### src/rtl/ctr_burst_pkg.sv
// Shared types for the counter burst sequencer: FSM states, default widths
// and the latched burst configuration.
package ctr_burst_pkg;

    localparam int CTR_WIDTH = 8;
    localparam int CTR_LEN_W = 8;
    localparam int CTR_REP_W = 4;

    typedef enum logic [2:0] {
        IDLE = 3'd0,
        LOAD = 3'd1,
        RUN  = 3'd2,
        GAP  = 3'd3,
        DONE = 3'd4
    } state_t;

    typedef struct packed {
        logic [CTR_WIDTH-1:0] start_val;
        logic [CTR_LEN_W-1:0] run_len;
        logic [CTR_LEN_W-1:0] gap_len;
        logic [CTR_REP_W-1:0] repeat_cnt;
    } cfg_t;

    // True when idx is the final burst of a sequence of rep bursts.
    function automatic logic is_last(input logic [CTR_REP_W-1:0] idx,
                                     input logic [CTR_REP_W-1:0] rep);
        return idx == (rep - CTR_REP_W'(1));
    endfunction

endpackage

### src/rtl/ctr_burst_timer.sv
// Loadable down-counter with terminal-count flag; times both RUN and GAP
// phases of the burst sequencer.
module ctr_burst_timer #(
    parameter int W = 8
) (
    input  logic         clk,
    input  logic         reset,
    input  logic         load,
    input  logic [W-1:0] load_val,
    input  logic         dec,
    output logic         tc
);

    logic [W-1:0] count_r;

    // Load has priority; the count parks at zero once the phase has expired.
    always_ff @(posedge clk) begin
        if (!reset) begin
            count_r <= W'(0);
        end else if (load) begin
            count_r <= load_val;
        end else if (dec && !tc) begin
            count_r <= count_r - W'(1);
        end
    end

    assign tc = (count_r == W'(0));

endmodule

### src/rtl/ctr_burst_sequencer.sv
// Burst sequencer driving an 8-bit loadable up-counter: one load, then
// repeat_cnt bursts of run_len enables separated by gap_len idle cycles.
// Define CTR_BURST_COUNT_CHECK_EN to add the err output and count checker.
module ctr_burst_sequencer
    import ctr_burst_pkg::*;
#(
    parameter int WIDTH = CTR_WIDTH,
    parameter int LEN_W = CTR_LEN_W,
    parameter int REP_W = CTR_REP_W
) (
    input  logic             clk,
    input  logic             reset,
    input  logic             start,
    input  logic [WIDTH-1:0] start_val,
    input  logic [LEN_W-1:0] run_len,
    input  logic [LEN_W-1:0] gap_len,
    input  logic [REP_W-1:0] repeat_cnt,
    input  logic             abort,
    input  logic [WIDTH-1:0] ctr_cout,
    output logic             ctr_load,
    output logic             ctr_enable,
    output logic [WIDTH-1:0] ctr_data,
    output logic             busy,
    output logic             done,
    output logic [REP_W-1:0] burst_idx
`ifdef CTR_BURST_COUNT_CHECK_EN
    ,
    output logic             err
`endif
);

    localparam logic [LEN_W-1:0] LEN_ZERO = LEN_W'(0);
    localparam logic [LEN_W-1:0] LEN_ONE  = LEN_W'(1);
    localparam logic [REP_W-1:0] REP_ZERO = REP_W'(0);
    localparam logic [REP_W-1:0] REP_ONE  = REP_W'(1);

    state_t           state_r;
    cfg_t             cfg_r;
    logic             tmr_load_s;
    logic             tmr_dec_s;
    logic             tmr_tc_s;
    logic [LEN_W-1:0] tmr_val_s;
    logic             last_s;
    logic             next_last_s;

    assign last_s      = is_last(burst_idx, cfg_r.repeat_cnt);
    assign next_last_s = is_last(burst_idx + REP_ONE, cfg_r.repeat_cnt);
    assign ctr_data    = cfg_r.start_val;

    ctr_burst_timer #(.W(LEN_W)) u_timer (
        .clk      (clk),
        .reset    (reset),
        .load     (tmr_load_s),
        .load_val (tmr_val_s),
        .dec      (tmr_dec_s),
        .tc       (tmr_tc_s)
    );

    // Timer arms the length of whichever phase the FSM enters next.
    always_comb begin
        tmr_load_s = 1'b0;
        tmr_dec_s  = 1'b0;
        tmr_val_s  = cfg_r.run_len - LEN_ONE;
        case (state_r)
            LOAD: begin
                tmr_load_s = 1'b1;
                if (cfg_r.run_len == LEN_ZERO) begin
                    tmr_val_s = cfg_r.gap_len - LEN_ONE;
                end else begin
                    tmr_val_s = cfg_r.run_len - LEN_ONE;
                end
            end
            RUN: begin
                if (tmr_tc_s) begin
                    tmr_load_s = 1'b1;
                    if (cfg_r.gap_len != LEN_ZERO) begin
                        tmr_val_s = cfg_r.gap_len - LEN_ONE;
                    end else begin
                        tmr_val_s = cfg_r.run_len - LEN_ONE;
                    end
                end else begin
                    tmr_dec_s = 1'b1;
                end
            end
            GAP: begin
                if (tmr_tc_s) begin
                    tmr_load_s = 1'b1;
                    if (cfg_r.run_len != LEN_ZERO) begin
                        tmr_val_s = cfg_r.run_len - LEN_ONE;
                    end else begin
                        tmr_val_s = cfg_r.gap_len - LEN_ONE;
                    end
                end else begin
                    tmr_dec_s = 1'b1;
                end
            end
            default: begin
                tmr_load_s = 1'b0;
                tmr_dec_s  = 1'b0;
            end
        endcase
    end

    // Sequencer FSM with registered counter controls and handshake.
    always_ff @(posedge clk) begin
        if (!reset) begin
            state_r    <= IDLE;
            cfg_r      <= '0;
            ctr_load   <= 1'b0;
            ctr_enable <= 1'b0;
            busy       <= 1'b0;
            done       <= 1'b0;
            burst_idx  <= REP_ZERO;
        end else if (abort && (state_r != IDLE)) begin
            state_r    <= IDLE;
            ctr_load   <= 1'b0;
            ctr_enable <= 1'b0;
            busy       <= 1'b0;
            done       <= 1'b0;
        end else begin
            case (state_r)
                IDLE: begin
                    ctr_load   <= 1'b0;
                    ctr_enable <= 1'b0;
                    done       <= 1'b0;
                    if (start) begin
                        cfg_r     <= {start_val, run_len, gap_len, repeat_cnt};
                        state_r   <= LOAD;
                        ctr_load  <= 1'b1;
                        busy      <= 1'b1;
                        burst_idx <= REP_ZERO;
                    end
                end
                LOAD: begin
                    ctr_load <= 1'b0;
                    // Empty bursts only walk the gaps; with no gaps either there is nothing to time.
                    if ((cfg_r.repeat_cnt == REP_ZERO) ||
                        ((cfg_r.run_len == LEN_ZERO) &&
                         ((cfg_r.repeat_cnt == REP_ONE) || (cfg_r.gap_len == LEN_ZERO)))) begin
                        state_r <= DONE;
                        busy    <= 1'b0;
                        done    <= 1'b1;
                    end else if (cfg_r.run_len == LEN_ZERO) begin
                        state_r <= GAP;
                    end else begin
                        state_r    <= RUN;
                        ctr_enable <= 1'b1;
                    end
                end
                RUN: begin
                    if (tmr_tc_s) begin
                        if (last_s) begin
                            state_r    <= DONE;
                            ctr_enable <= 1'b0;
                            busy       <= 1'b0;
                            done       <= 1'b1;
                        end else if (cfg_r.gap_len != LEN_ZERO) begin
                            state_r    <= GAP;
                            ctr_enable <= 1'b0;
                        end else begin
                            burst_idx <= burst_idx + REP_ONE;
                        end
                    end
                end
                GAP: begin
                    if (tmr_tc_s) begin
                        burst_idx <= burst_idx + REP_ONE;
                        if (cfg_r.run_len != LEN_ZERO) begin
                            state_r    <= RUN;
                            ctr_enable <= 1'b1;
                        end else if (next_last_s) begin
                            state_r <= DONE;
                            busy    <= 1'b0;
                            done    <= 1'b1;
                        end
                    end
                end
                DONE: begin
                    state_r <= IDLE;
                    done    <= 1'b0;
                end
                default: begin
                    state_r    <= IDLE;
                    ctr_load   <= 1'b0;
                    ctr_enable <= 1'b0;
                    busy       <= 1'b0;
                    done       <= 1'b0;
                end
            endcase
        end
    end

`ifdef CTR_BURST_COUNT_CHECK_EN
    logic [WIDTH-1:0] exp_r;
    logic             check_s;

    assign check_s = (state_r == RUN) || (state_r == GAP) || (state_r == DONE);

    // Shadow of the counter; any divergence while checking latches err.
    always_ff @(posedge clk) begin
        if (!reset) begin
            exp_r <= WIDTH'(0);
            err   <= 1'b0;
        end else begin
            if (state_r == LOAD) begin
                exp_r <= cfg_r.start_val;
            end else if (ctr_enable) begin
                exp_r <= exp_r + WIDTH'(1);
            end
            if ((state_r == IDLE) && start) begin
                err <= 1'b0;
            end else if (check_s && (ctr_cout != exp_r)) begin
                err <= 1'b1;
            end
        end
    end
`else
    logic unused_s;
    assign unused_s = ^ctr_cout;
`endif

endmodule

### config.mk
export PLATFORM = sky130hd
export DESIGN_NAME = ctr_burst_sequencer
export DESIGN_NICKNAME = d
export VERILOG_FILES = /design/src/rtl/ctr_burst_pkg.sv /design/src/rtl/ctr_burst_timer.sv /design/src/rtl/ctr_burst_sequencer.sv
export SDC_FILE = /design/constraint.sdc
export NUM_CORES = 1
export LEC_CHECK = 0
export BUFFER_PORTS_ARGS = -buffer_cell sky130_fd_sc_hd__buf_2
export CAP_MARGIN = 10
export CORE_MARGIN = 2
export CORE_UTILIZATION = 60
export DETAILED_ROUTE_END_ITERATION = 16
export GPL_ROUTABILITY_DRIVEN = 0
export PLACE_DENSITY_LB_ADDON = 0.2
export SLEW_MARGIN = 20
export SYNTH_ARGS = -nofsm -noshare
export SYNTH_HDL_FRONTEND = slang
export SYNTH_SLANG_ARGS = --single-unit
### constraint.sdc
create_clock -name clk -period 3.7 [get_ports clk]
set_clock_uncertainty 0.2 [all_clocks]
set_input_delay 0.555 -clock clk [delete_from_list [all_inputs] [get_ports clk]]
set_output_delay 0.555 -clock clk [all_outputs]
set_load 0.01 [all_outputs]
* Word level (Yosys, flattened, before mapping)
Cells that the tools add are included.
** Storage, ports and cells
- Memory bits (read-only) :: 0
- Latch bits :: 0
- Logic and storage cells :: 118
- Input bits :: 40
- Memories :: 0
- RAM bits :: 0
- Register bits after elaboration :: 47
- Output and inout bits :: 16
** Operators by class
- Reductions and logical operators :: 25
- Divide/modulo/power cells :: 0
- $add $sub $neg :: 5
- Bitwise gates (word level) :: 3
- Equality and inequality tests :: 21
- Multipliers :: 0
- Magnitude comparators :: 0
- Muxes and demuxes :: 53
- Shifts and indexed selects :: 0
** Operators by type and width (number)
- $mux 8 :: 7
- $mux 1 :: 25
- $logic_not 8->1 :: 3
- $mux 3 :: 8
- $pmux 8 s3 :: 1
- $sub 8x1->8 const B :: 3
- $mux 4 :: 5
- $ne 2x2->1 const B :: 10
- $reduce_bool 8->1 :: 2
- $reduce_and 7->1 :: 2
- $pmux 3 s4 :: 1
- $pmux 4 s3 :: 1
- $eq 4x4->1 :: 2
- $reduce_and 8->1 :: 1
- $eq 3x2->1 const B :: 2
- $ne 3x3->1 const B :: 2
- $reduce_and 6->1 :: 1
- $reduce_bool 3->1 :: 2
- $pmux 1 s5 :: 1
- $reduce_and 5->1 :: 1
- $add 4x1->4 const B :: 1
- $eq 4x1->1 const B :: 1
- $logic_not 4->1 :: 1
- $ne 2x1->1 const B :: 2
- other kinds (15) :: 22

* Depth between registers and ports, before layout
- Word-level depth :: 6
- Mapped depth :: 8
- Mapped depth without buffers :: 8

* Modules after synthesis
A second synthesis with hierarchy kept.
** Unflattened totals
- Cells, all modules :: 346
- Area, all modules :: 2955.3 µm²
** Modules (own cells, without submodules)
- ctr_burst_sequencer :: sequential area each 780.7 µm², cells each 287, area an instance 2443.6 µm², instances 1
- ctr_burst_timer :: sequential area each 160.2 µm², cells each 59, area an instance 511.7 µm², instances 1

* Worst setup path after synthesis
Ideal clock, no wire load.
- Kind :: register to register
- Start :: register cfg_r[0] (netlist name)
- End :: register state_r[0]
- Buffers on the path :: 0
- Setup time :: 70 ps
- Clock period less this slack :: 2359 ps
- Data arrival time :: 2089 ps
- Slack :: 1341 ps
- Data required time :: 3430 ps
- Cell stages (with the launch flop) :: 9
- Cell sequence :: dfxtp_1 -> inv_1 -> ha_1 -> xnor2_1 -> nor3b_4 -> a21oi_2 -> a21o_1 -> or4_1 -> a21oi_1
** On the way
- Longest elaborated chain between the ends :: 6
- Elaborated cells between the ends (all ways) :: 15
- Classes of those cells :: add/sub (1); eq/ne (5); mux (4); reduce/logical (5)
** RTL lines
- start: declaration :: line ctr_burst_sequencer.sv:38 : cfg_t cfg_r;
- start signal: assignment :: line ctr_burst_sequencer.sv:127 : cfg_r <= {start_val, run_len, gap_len, repeat_cnt};
- parallel branches: the longest is 6 deep, another holds $sub 4x1->4
- end signal: assignment :: line ctr_burst_sequencer.sv:128 : state_r <= LOAD;
- end signal: assignment :: line ctr_burst_sequencer.sv:140 : state_r <= DONE;
- end signal: assignment :: line ctr_burst_sequencer.sv:144 : state_r <= GAP;
- end: declaration :: line ctr_burst_sequencer.sv:37 : state_t state_r;
Several ways; the timed one is not identified. The select of a mux whose other input is x is not followed.
A chain may end at the register's enable or synchronous reset.

* Final worst setup path
- Start :: register state_r[1]
- End :: register done
** On the way
- Longest elaborated chain between the ends :: 3
- Elaborated cells between the ends (all ways) :: 14
- Classes of those cells :: eq/ne (9); mux (1); reduce/logical (4)
** RTL lines
- start signal: assignment :: line ctr_burst_sequencer.sv:107 : state_r <= IDLE;
- start signal: assignment :: line ctr_burst_sequencer.sv:115 : state_r <= IDLE;
- start signal: assignment :: line ctr_burst_sequencer.sv:128
- $eq 3x1->1, or another cell as far along :: line ctr_burst_sequencer.sv:121 : case (state_r)
- $ne 2x2->1 (no line), or another cell as far along
- $reduce_and 6->1 (no line) or $reduce_or 2->1 (tied branches)
- end signal: assignment :: line ctr_burst_sequencer.sv:119 : done <= 1'b0;
- end signal: assignment :: line ctr_burst_sequencer.sv:125 : done <= 1'b0;
- end signal: assignment :: line ctr_burst_sequencer.sv:142 : done <= 1'b1;
- end: declaration :: line ctr_burst_sequencer.sv:24 : output logic done,
Several ways; a longest one is shown, not always the timed one.

==> results by stage <==
GRT:
- The via count of the first global-routing pass is ~2400.
- The maximum number of pins on one net before global-route repair is 44.
- The global-route wire length before repair is approximately 11000 µm.
- After global routing the overflow that remains totals 0.
- The number of antenna violations at the first check in global routing is 0.
- In the global route stage, overall resource usage came out at roughly 25%.

Timing:
- Setup repair after global routing left no endpoint under its margin.
- The fmax is between 300 and 400 MHz.
- The final number of setup-violating endpoints is 0.
- The minimum setup slack in the final design is roughly 1.1 ns.
- Subtracting the final worst setup slack from the clock period gives 2.60 ns.
- Of the available clock period, the critical path in the final layout requires between 70% and 80%.
- The max-slew violation count is 0.
- The number of hold violations in the final report is 0.
- In the final timing run, aggregate negative setup slack is 0 ns.
- At the pin with the least slew margin, the transition time is between 0.8 and 0.9 ns.
- Headroom to the max-slew limit came out at between 30% and 40%.

Detailed routing:
- The average wire per cell in the routed design is ~14 µm.
- The routed layout has 2633 vias.
- The number of DRC violations after detailed-routing iteration 0 is 133.
- After detailed routing, the number of remaining DRC violations is 0.
- The first detailed-routing pass ran for 4 iterations.
- The detail route stage leaves a number of antenna-violating nets equal to 0.
- The routed wire length is between 6000 and 7000 µm.
- Dividing the detail-routed via count by the number of cells gives ~5.8.

Cells and area:
- The final layout contains between 400 and 500 nets.
- Compared with the post-synthesis result, the final layout area differs by 11.2%.
- The filler cell count in the final layout is roughly 400.
- The total inserted antenna cells is 0.
- Of the cells placed in the final design, the portion with a size suffix greater than 1 is 18.1%.
- The total area of multi-input combinational cells is 1810 µm².
- The final cell area excluding filler cells is ~3200 µm².
- The sequential cells in the finished layout cover a total of between 900 and 1000 µm².

Floorplan:
- The horizontal die dimension is 73.7 µm.
- The die is 73.7 µm tall.
- The floorplan die area is roughly 5400 µm².
- Pin placement for this block handled 56 I/O pins.
- The effective utilization at floorplan is 62.1%.
- The core region is 4690 µm².
- The number of placement rows is 25.

Synthesis:
- Of all cell types, the one taking the most synthesized area is dfxtp_1.
- For this run, the number of Yosys warnings is 0.
- Each instance of the synthesized netlist takes up on average 7.88 µm².
- The post-synthesis async set-or-reset flop share is 0%.
- The cell area that synthesis handed to floorplanning was about 2900 µm².
- The net count after synthesis is about 420.
- The synthesized design contains 47 register bits.
- Of the synthesized area, sequential elements account for between 30% and 40%.
- The cell count after synthesis came out at 370.
- The number of flops mapped to enable cells by yosys is 0.
- The most used flip-flop cell after synthesis is dfxtp_1.
- By count the netlist is led by 80 x nand2_1, 47 x dfxtp_1, 31 x a21boi_0.
- The cell with the most instances after synthesis is nand2_1.
- The area fraction of the dominant cell type after synthesis is roughly 32%.
- The netlist uses a little under 60 different library cells.
- After synthesis, the cell types taking the most area are dfxtp_1 32%, nand2_1 10%, a21boi_0 8.0%, xnor2_1 3.9%, ha_1 3.9%.

CTS:
- After clock tree synthesis, the clock-pin slew on the worst setup and hold paths is around 0.080 ns.
- In this run the deepest clock path goes through 2 buffers.
- Clock tree synthesis found a total of 47 sinks.
- After clock tree synthesis, the setup repair step added 0 buffers.
- TritonCTS built the clock tree.
- CTS placed an instance of clkbuf_8 at the clock tree root.
- The source-to-sink clock delay at the later pin of the worst-skew pair is around 0.30 ns.
- Hold repair after CTS inserted 0 buffers.
- The H-tree was split into 2 levels.
- In this run, post-CTS repair resized a total of 0 instances.
- TritonCTS created 5 clock buffers.

Worst setup path:
- The category of the critical setup timing path is reg2reg.
- STA puts the critical path data required time at between 3 and 4 ns.
- Along the worst path, the maximum fanout reaches 19.
- The worst setup path is launched from a register.
- The type of destination of the critical path is a register.
- The critical path data arrival time is approximately 2.7 ns.

Placement:
- The pre-CTS worst setup slack is ~1.2 ns.
- The area of placed instances is around 3100 µm².
- The number of port buffers is 47.
- The post-detailed-placement half-perimeter wirelength is around 4700 µm.

Pwr:
- The power density over the cells is roughly 750 nW/µm².
- The worst-case IR drop observed on VDD is between 300 and 400 µV.
- The leakage power total is approximately 1.3 nW.

Run:
- The max capacitance violation total is 0.

Worst hold path:
- The class of the worst hold path is reg2reg.

Status:
- The flow ran to the end, and the final reports show no timing, DRC or antenna violations.
[path summary, 6_finish.rpt]
check             slack, ns                     from                      end  depth (start not counted)
setup reg to reg       1.10  state_r[1]$_SDFFE_PP0P_        done$_SDFFE_PP0P_                          6
hold / removal         0.26  ctr_enable$_SDFFE_PP0P_  ctr_enable$_SDFFE_PP0P_                          2
hold reg to reg        0.26  ctr_enable$_SDFFE_PP0P_  ctr_enable$_SDFFE_PP0P_                          2
setup / recovery       1.10  state_r[1]$_SDFFE_PP0P_        done$_SDFFE_PP0P_                          6
[report_power, final]
group	total (mW)	switching [mW]	internal (mW)
registers	0.782	0.156	0.626
logic	1.21	0.705	0.501
clock network	0.445	0.175	0.270
total	2.43	1.04	1.40
[flip-flops by register name, summed over array words and instances (netlist names)]
signal and cells:
ctr_data 8, done 1, ctr_enable 1, u_timer.count_r 8
burst_idx 4, busy 1, state_r 3, cfg_r 20
ctr_load 1
[worst max-delay path, stage by stage (launching register included)]
cell      delay (ns)
dfxtp_1         0.74
nor2_1          0.20
or2_2           0.40
nor2_1          0.44
nand3_1         0.13
nor3b_1         0.28
nand3b_1        0.15
[per-layer routing]
metal | share of wire, % | track usage [%] | up-vias
met2 | 44 | 39.9 | 77
met4 | 1.5 | 7.88 | 0
met1 | 48 | 34.7 | 1194
li1 | - | - | 1352
met5 | 0 | 0 | -
met3 | 6.1 | 4.94 | 10
[through the flow]
stage	power, mW	utilization (%)	instances	hold slack (ns)
2_1_floorplan	1.72	-	370	0.244
3_3_place_gp	1.94	66.3	449	0.246
3_5_place_dp	1.97	66.3	449	0.255
4_1_cts	2.43	69.1	457	0.267
5_1_grt	2.63	69.1	457	0.289
6_report	2.43	69.1	457	0.264
[area by class of cell]
type / count / share of cell area [%]
clock inverter: 2 / 1.85
multi-input combinational: 287 / 55.7
clock buffer: 6 / 2.24
tap: 54 / 2.08
timing repair buffer: 49 / 7.72
sequential: 47 / 29.0
inverter: 12 / 1.39
[cells by family after synthesis]
| kind of cell | Yosys count | share of synthesized area (%) |
|---|---|---|
| simple gates | 160 | 27.5 |
| compound gates | 96 | 22.9 |
| flops | 47 | 32.3 |
| buf+inv | 36 | 5.79 |
| xor+xnor | 21 | 7.34 |
| fa+ha+maj | 9 | 3.86 |
| mux | 1 | 0.343 |
[layout by cell type (no fill, tap or decap), drive strengths merged, types with 2 or more instances in the layout]
master  count
dfxtp      47
a21boi     34
a32o        2
a31oi       3
o211ai      5
xnor3       2
nor3       10
or3         5
nand2b      3
or4         4
or2         2
buf        49
o21ai      16
a21oi      17
a21o        2
o221ai      3
a21bo       2
inv        12
bufinv      2
nor2b       3
nor2       21
nand4       3
xnor2      13
nor3b       8
nor4        4
nand2      80
and2        4
nand3       5
ha          9
o22ai       2
and3        2
clkbuf      6
nand3b      2
xor2        6
a211o       2
(Power assumes the default switching activity.)
